## config.mk

```make
export PLATFORM = sky130hd
export DESIGN_NAME = lock_uart_tx_flat
export DESIGN_NICKNAME = d
export VERILOG_FILES = /design/src/rtl/lock_uart_tx_if.sv /design/src/rtl/lock_uart_tx.sv /design/src/flat_wrapper.sv
export SDC_FILE = /design/constraint.sdc
export NUM_CORES = 1
export LEC_CHECK = 0
export ABC_CLOCK_PERIOD_IN_PS = 5100
export CAP_MARGIN = 30
export CORE_MARGIN = 2
export CORE_UTILIZATION = 28
export DETAILED_ROUTE_END_ITERATION = 10
export PLACE_DENSITY_LB_ADDON = 0.05
export SYNTH_ARGS = -nofsm -noshare
export SYNTH_HDL_FRONTEND = slang
export SYNTH_SLANG_ARGS = --single-unit
```

## constraint.sdc

```tcl
create_clock -name clk -period 5.1 [get_ports clk]
set_input_delay 0.51 -clock clk [delete_from_list [all_inputs] [get_ports clk]]
set_output_delay 0.51 -clock clk [all_outputs]
set_load 0.05 [all_outputs]
```

## src/rtl/lock_uart_tx_if.sv

```systemverilog
// Handshake and serial-line bundle between the lock core and its reporting transmitter.
// The master drives the request side, and the transmitter (slave) drives the line and status.
interface lock_uart_tx_if;
    logic        start;
    logic [23:0] digits;
    logic [1:0]  mode;
    logic        txd;
    logic        busy;
    logic        done;

    modport master (output start, digits, mode, input txd, busy, done);
    modport slave  (input start, digits, mode, output txd, busy, done);
endinterface

```

## src/rtl/lock_uart_tx.sv

```systemverilog
// 8N1 transmitter that reports the latched lock code and mode as a 9-byte ASCII frame:
// mode char, six hex digits (digit5 first), CR, LF.
module lock_uart_tx #(
    parameter int CLKS_PER_BIT = 5208
) (
    input  logic         clk,
    input  logic         rst,
    lock_uart_tx_if.slave bus
);

    localparam int BAUD_W = (CLKS_PER_BIT > 1) ? $clog2(CLKS_PER_BIT) : 1;
    localparam logic [BAUD_W-1:0] BAUD_LAST = BAUD_W'(CLKS_PER_BIT - 1);

    typedef enum logic [1:0] {IDLE, START, DATA, STOP} state_t;

    state_t              state_q, state_d;
    logic [BAUD_W-1:0]   baud_q, baud_d;
    logic [2:0]          bit_q, bit_d;
    logic [3:0]          byte_q, byte_d;
    logic [7:0]          shift_q, shift_d;
    logic [23:0]         digits_q, digits_d;
    logic [1:0]          mode_q, mode_d;
    logic                txd_q, txd_d;
    logic                busy_q, busy_d;
    logic                done_q, done_d;

    function automatic logic [7:0] hex_char(input logic [3:0] d);
        return (d < 4'd10) ? (8'h30 + {4'h0, d}) : (8'h37 + {4'h0, d});
    endfunction

    function automatic logic [7:0] frame_byte(input logic [3:0]  idx,
                                              input logic [23:0] dg,
                                              input logic [1:0]  md);
        logic [7:0] c;
        case (idx)
            4'd0: begin
                case (md)
                    2'b00:   c = 8'h50;
                    2'b01:   c = 8'h4C;
                    2'b10:   c = 8'h58;
                    default: c = 8'h55;
                endcase
            end
            4'd1:    c = hex_char(dg[23:20]);
            4'd2:    c = hex_char(dg[19:16]);
            4'd3:    c = hex_char(dg[15:12]);
            4'd4:    c = hex_char(dg[11:8]);
            4'd5:    c = hex_char(dg[7:4]);
            4'd6:    c = hex_char(dg[3:0]);
            4'd7:    c = 8'h0D;
            default: c = 8'h0A;
        endcase
        return c;
    endfunction

    always_ff @(posedge clk or negedge rst) begin
        if (!rst) begin
            state_q  <= IDLE;
            baud_q   <= '0;
            bit_q    <= '0;
            byte_q   <= '0;
            shift_q  <= '0;
            digits_q <= '0;
            mode_q   <= '0;
            txd_q    <= 1'b1;
            busy_q   <= 1'b0;
            done_q   <= 1'b0;
        end else begin
            state_q  <= state_d;
            baud_q   <= baud_d;
            bit_q    <= bit_d;
            byte_q   <= byte_d;
            shift_q  <= shift_d;
            digits_q <= digits_d;
            mode_q   <= mode_d;
            txd_q    <= txd_d;
            busy_q   <= busy_d;
            done_q   <= done_d;
        end
    end

    always_comb begin
        state_d  = state_q;
        baud_d   = baud_q;
        bit_d    = bit_q;
        byte_d   = byte_q;
        shift_d  = shift_q;
        digits_d = digits_q;
        mode_d   = mode_q;
        done_d   = 1'b0;

        case (state_q)
            IDLE: begin
                if (bus.start) begin
                    state_d  = START;
                    digits_d = bus.digits;
                    mode_d   = bus.mode;
                    byte_d   = 4'd0;
                    baud_d   = '0;
                    bit_d    = 3'd0;
                    shift_d  = frame_byte(4'd0, bus.digits, bus.mode);
                end
            end
            START: begin
                if (baud_q == BAUD_LAST) begin
                    baud_d  = '0;
                    bit_d   = 3'd0;
                    state_d = DATA;
                end else begin
                    baud_d = baud_q + 1'b1;
                end
            end
            DATA: begin
                if (baud_q == BAUD_LAST) begin
                    baud_d  = '0;
                    shift_d = {1'b0, shift_q[7:1]};
                    if (bit_q == 3'd7) state_d = STOP;
                    else               bit_d   = bit_q + 3'd1;
                end else begin
                    baud_d = baud_q + 1'b1;
                end
            end
            STOP: begin
                if (baud_q == BAUD_LAST) begin
                    baud_d = '0;
                    // Next byte starts straight away; no idle gap inside a frame.
                    if (byte_q < 4'd8) begin
                        byte_d  = byte_q + 4'd1;
                        shift_d = frame_byte(byte_q + 4'd1, digits_q, mode_q);
                        state_d = START;
                    end else begin
                        state_d = IDLE;
                        done_d  = 1'b1;
                    end
                end else begin
                    baud_d = baud_q + 1'b1;
                end
            end
            default: state_d = IDLE;
        endcase

        // Line level is registered from the next state so it aligns with the state change.
        case (state_d)
            START:   txd_d = 1'b0;
            DATA:    txd_d = shift_d[0];
            default: txd_d = 1'b1;
        endcase
        busy_d = (state_d != IDLE);
    end

    assign bus.txd  = txd_q;
    assign bus.busy = busy_q;
    assign bus.done = done_q;

endmodule

```

## src/flat_wrapper.sv

```systemverilog
// flat-port wrapper written by rule: the top's interface ports become plain ports
module lock_uart_tx_flat 
#(
    parameter int CLKS_PER_BIT = 5208
)
  (clk, rst, bus_start, bus_digits, bus_mode, bus_txd, bus_busy, bus_done);
  lock_uart_tx_if bus_i ();
  input  logic clk;
  input  logic rst;
  input wire logic [$bits(bus_i.start)-1:0] bus_start;
  input wire logic [$bits(bus_i.digits)-1:0] bus_digits;
  input wire logic [$bits(bus_i.mode)-1:0] bus_mode;
  output wire logic [$bits(bus_i.txd)-1:0] bus_txd;
  output wire logic [$bits(bus_i.busy)-1:0] bus_busy;
  output wire logic [$bits(bus_i.done)-1:0] bus_done;
  assign bus_i.start = bus_start;
  assign bus_i.digits = bus_digits;
  assign bus_i.mode = bus_mode;
  assign bus_txd = bus_i.txd;
  assign bus_busy = bus_i.busy;
  assign bus_done = bus_i.done;
  lock_uart_tx #(.CLKS_PER_BIT(CLKS_PER_BIT)) u_core (.clk(clk), .rst(rst), .bus(bus_i));
endmodule
```

==> metrics.txt <==
outcome=completed; initial antenna violation count=0; Post-Route WL=9840 um; initial core utilization=28.3%; Post-synth EDFFs=0; CP Launch Type=flop; initial DRC count=157; R2R cell count=6; first-pass GRT wire length=16600 um; Leak Pwr=1.87 nW; combinational share of power=25.3%; I/O pins=32; max cap viols=0; Hold/Removal Path Class=in -> async; R2R setup slack=2440 ps; GRT Residual Overflow=0; Reg power frac=40.9%; crit path kind=reg -> reg; cell taking the most area after synthesis=dfrtp_1; worst slack, placed=2180 ps; Crit. End Element=flop; Tot Pwr=1.64 mW; worst path arrival time=2940 ps; Internal Pwr Total=1.09 mW; Setup Buffers After CTS=0; Die H=119 um; Worst Path Required=5370 ps; post-route DRC violation count=0; Syn Inst Count=452; R2R Path Start=u_core.state_q[0]$_DFF_PN0_; RSZ-0062 raised after global routing=no; Syn Std Cell Area=3720 um^2; Synth Flop Type=dfrtp_1; TritonRoute pass-1 iters=4; yosys warns=0; Die Wd=119 um; Synth Area per Inst=8.24 um^2; depth of the CTS H-tree=3; TritonCTS buffer count=9; PwrDens=368 nW/um^2; fraction of layout cells with a size suffix above 1=6.20%; setup TNS=0 ps; synth unique cells=56; Rel. slew slack=48.3%; Seq cells post-synth=58; layout net count=527; RR Endpoint=u_core.byte_q[0]$_DFFE_PN0P_; largest net degree at the start of global routing=59; Worst-Skew Late Latency=340 ps; PortBufs=31; die footprint=14200 um^2; final core occ=34.0%; Cell Area, Placed=4210 um^2; Worst-path clk slew=50 ps; clk sinks=58; Post-DRT Antenna Nets=0; GPL Wtd Cong=0.761; Net Sw Frac=33.9%; area grow syn2layout=20.1%; clk_skew=2.45 ps; TritonCTS clock tree=yes; final setup fails=0; PostCTS Resize Cnt=0; post-route cell area=4470 um^2; synth top area cells=dfrtp_1 38%, nand2_1 9.2%, o21ai_0 8.1%; core region area=13100 um^2; DR vias/cell=4.99; FP Rows=42; Worst Path Max Fanout=24; clock tree buffer depth=2; CTS Root Cell=clkbuf_16; Synthesized Nets=500; fin crit period=2660 ps; sw power=557 uW; Max Freq=0.375 GHz; placed insts=644; endpoints failing hold=0; peak supply drop=0.000159 V; clock share of power=33.8%; vias in the first global route=3137; final cycle utilization of the critical path=52.2%; Slew @ Worst Pin=773 ps; routed len/inst=14.9 um; vias=3292; worst setup margin=2440 ps; register area share after synthesis=39.0%; post-synth top area share=38.3%; Max Slew Vio Count=0; CTS Hold Bufs=0; Hold WS=335 ps; n_diodes=0; fin cells=660; asr flop ratio synth=100%; Total GRT Usage=15.0%; Final HPWL DP=6820 um
==> synthesized netlist by cell type, drive strengths merged (2+ instances only) <==
| master | instances |
|---|---|
| nand2 | 92 |
| o21ai | 61 |
| dfrtp | 57 |
| nor2 | 26 |
| inv | 21 |
| a21oi | 20 |
| ha | 19 |
| clkbuf | 18 |
| nor3 | 15 |
| a22o | 10 |
| xnor2 | 10 |
| nand3 | 9 |
| and2 | 6 |
| and3 | 6 |
| nand2b | 6 |
| nor2b | 5 |
| a21o | 4 |
| a221oi | 4 |
| a22oi | 4 |
| nand4 | 4 |
| nor4b | 4 |
| o22ai | 4 |
| o31ai | 4 |
| a31oi | 3 |
| o41ai | 3 |
| or2 | 3 |
| a2111oi | 2 |
| a211oi | 2 |
| a221o | 2 |
| a311oi | 2 |
| and4b | 2 |
| nor4bb | 2 |
| o211ai | 2 |
| or3 | 2 |
| or3b | 2 |
| or4 | 2 |
==> layer usage <==
metal,part of all wire [%],global-route usage (%),wire (um)
met1,52,21.2,5090
met2,42,21.4,4170
met4,1.7,5.59,167
met3,4.3,4.69,421
met5,0,0,0
==> cell families (layout without fill, tap and decap cells) <==
family,count (synthesis),count (layout),synth area share [%]
mux,1,1,0.269
buf+inv,40,72,4.13
simple gates,190,190,24.7
compound gates,133,133,22.9
fa+ha+maj,19,19,6.39
flops,58,58,39.0
xor+xnor,11,11,2.59
==> worst max path at each step <==
stage                                      start  slack (ps)                      endpoint
floorplan           u_core.byte_q[0]$_DFFE_PN0P_        2890   u_core.shift_q[0]$_DFF_PN0_
global placement                       bus_start        2260  u_core.byte_q[0]$_DFFE_PN0P_
detailed placement                     bus_start        2180  u_core.byte_q[0]$_DFFE_PN0P_
CTS                  u_core.state_q[0]$_DFF_PN0_        2400  u_core.byte_q[0]$_DFFE_PN0P_
global route         u_core.state_q[0]$_DFF_PN0_        2190  u_core.byte_q[0]$_DFFE_PN0P_
finish               u_core.state_q[0]$_DFF_PN0_        2440  u_core.byte_q[0]$_DFFE_PN0P_
==> placed cells by master, fill, tap and decap left out, types with 5 or more instances in the layout <==
| cell | instances |
|---|---|
| xnor2_1 | 10 |
| a22o_1 | 10 |
| nor2_1 | 25 |
| nand2_1 | 91 |
| dfrtp_1 | 57 |
| ha_1 | 19 |
| and3_1 | 6 |
| inv_1 | 21 |
| nor2b_1 | 5 |
| nor3_1 | 15 |
| nand3_1 | 9 |
| clkbuf_16 | 9 |
| clkdlybuf4s50_1 | 30 |
| nand2b_1 | 6 |
| a21oi_1 | 20 |
| and2_1 | 5 |
| o21ai_0 | 60 |
==> state kept, by name (all words and copies together), names as in the netlist <==
register,count
u_core.baud_q,13
u_core.bit_q,3
u_core.bus.busy,1
u_core.bus.done,1
u_core.bus.txd,1
u_core.byte_q,4
u_core.digits_q,24
u_core.mode_q,2
u_core.shift_q,7
u_core.state_q,2
==> worst max-delay path: stages (launching register included) <==
cell and delay [ps]:
dfrtp_1 620, nor2_1 280, nand2_1 460, a22o_1 510, or3b_2 490, o21ai_0 90, a22o_1 150
==> final cells by class <==
type                    instances  area [um^2]
repair buffers                 35          335
clock inverters                 3         15.0
inverters                      21         78.8
clock buffers                  13          250
flip-flops and latches         58         1450
fillers                      1378         8670
well taps                     176          220
multi-input cells             354         2120
==> power by group through the flow <==
stage	Combinational (mW)	Clock, mW	Sequential [mW]
after floorplan	0.301	0	0.648
after global placement	0.416	0	0.677
after detailed placement	0.420	0	0.679
after CTS	0.424	0.574	0.672
after global routing	0.480	0.594	0.692
final	0.416	0.556	0.672
Note: power is estimated with default switching activity, not from simulation.
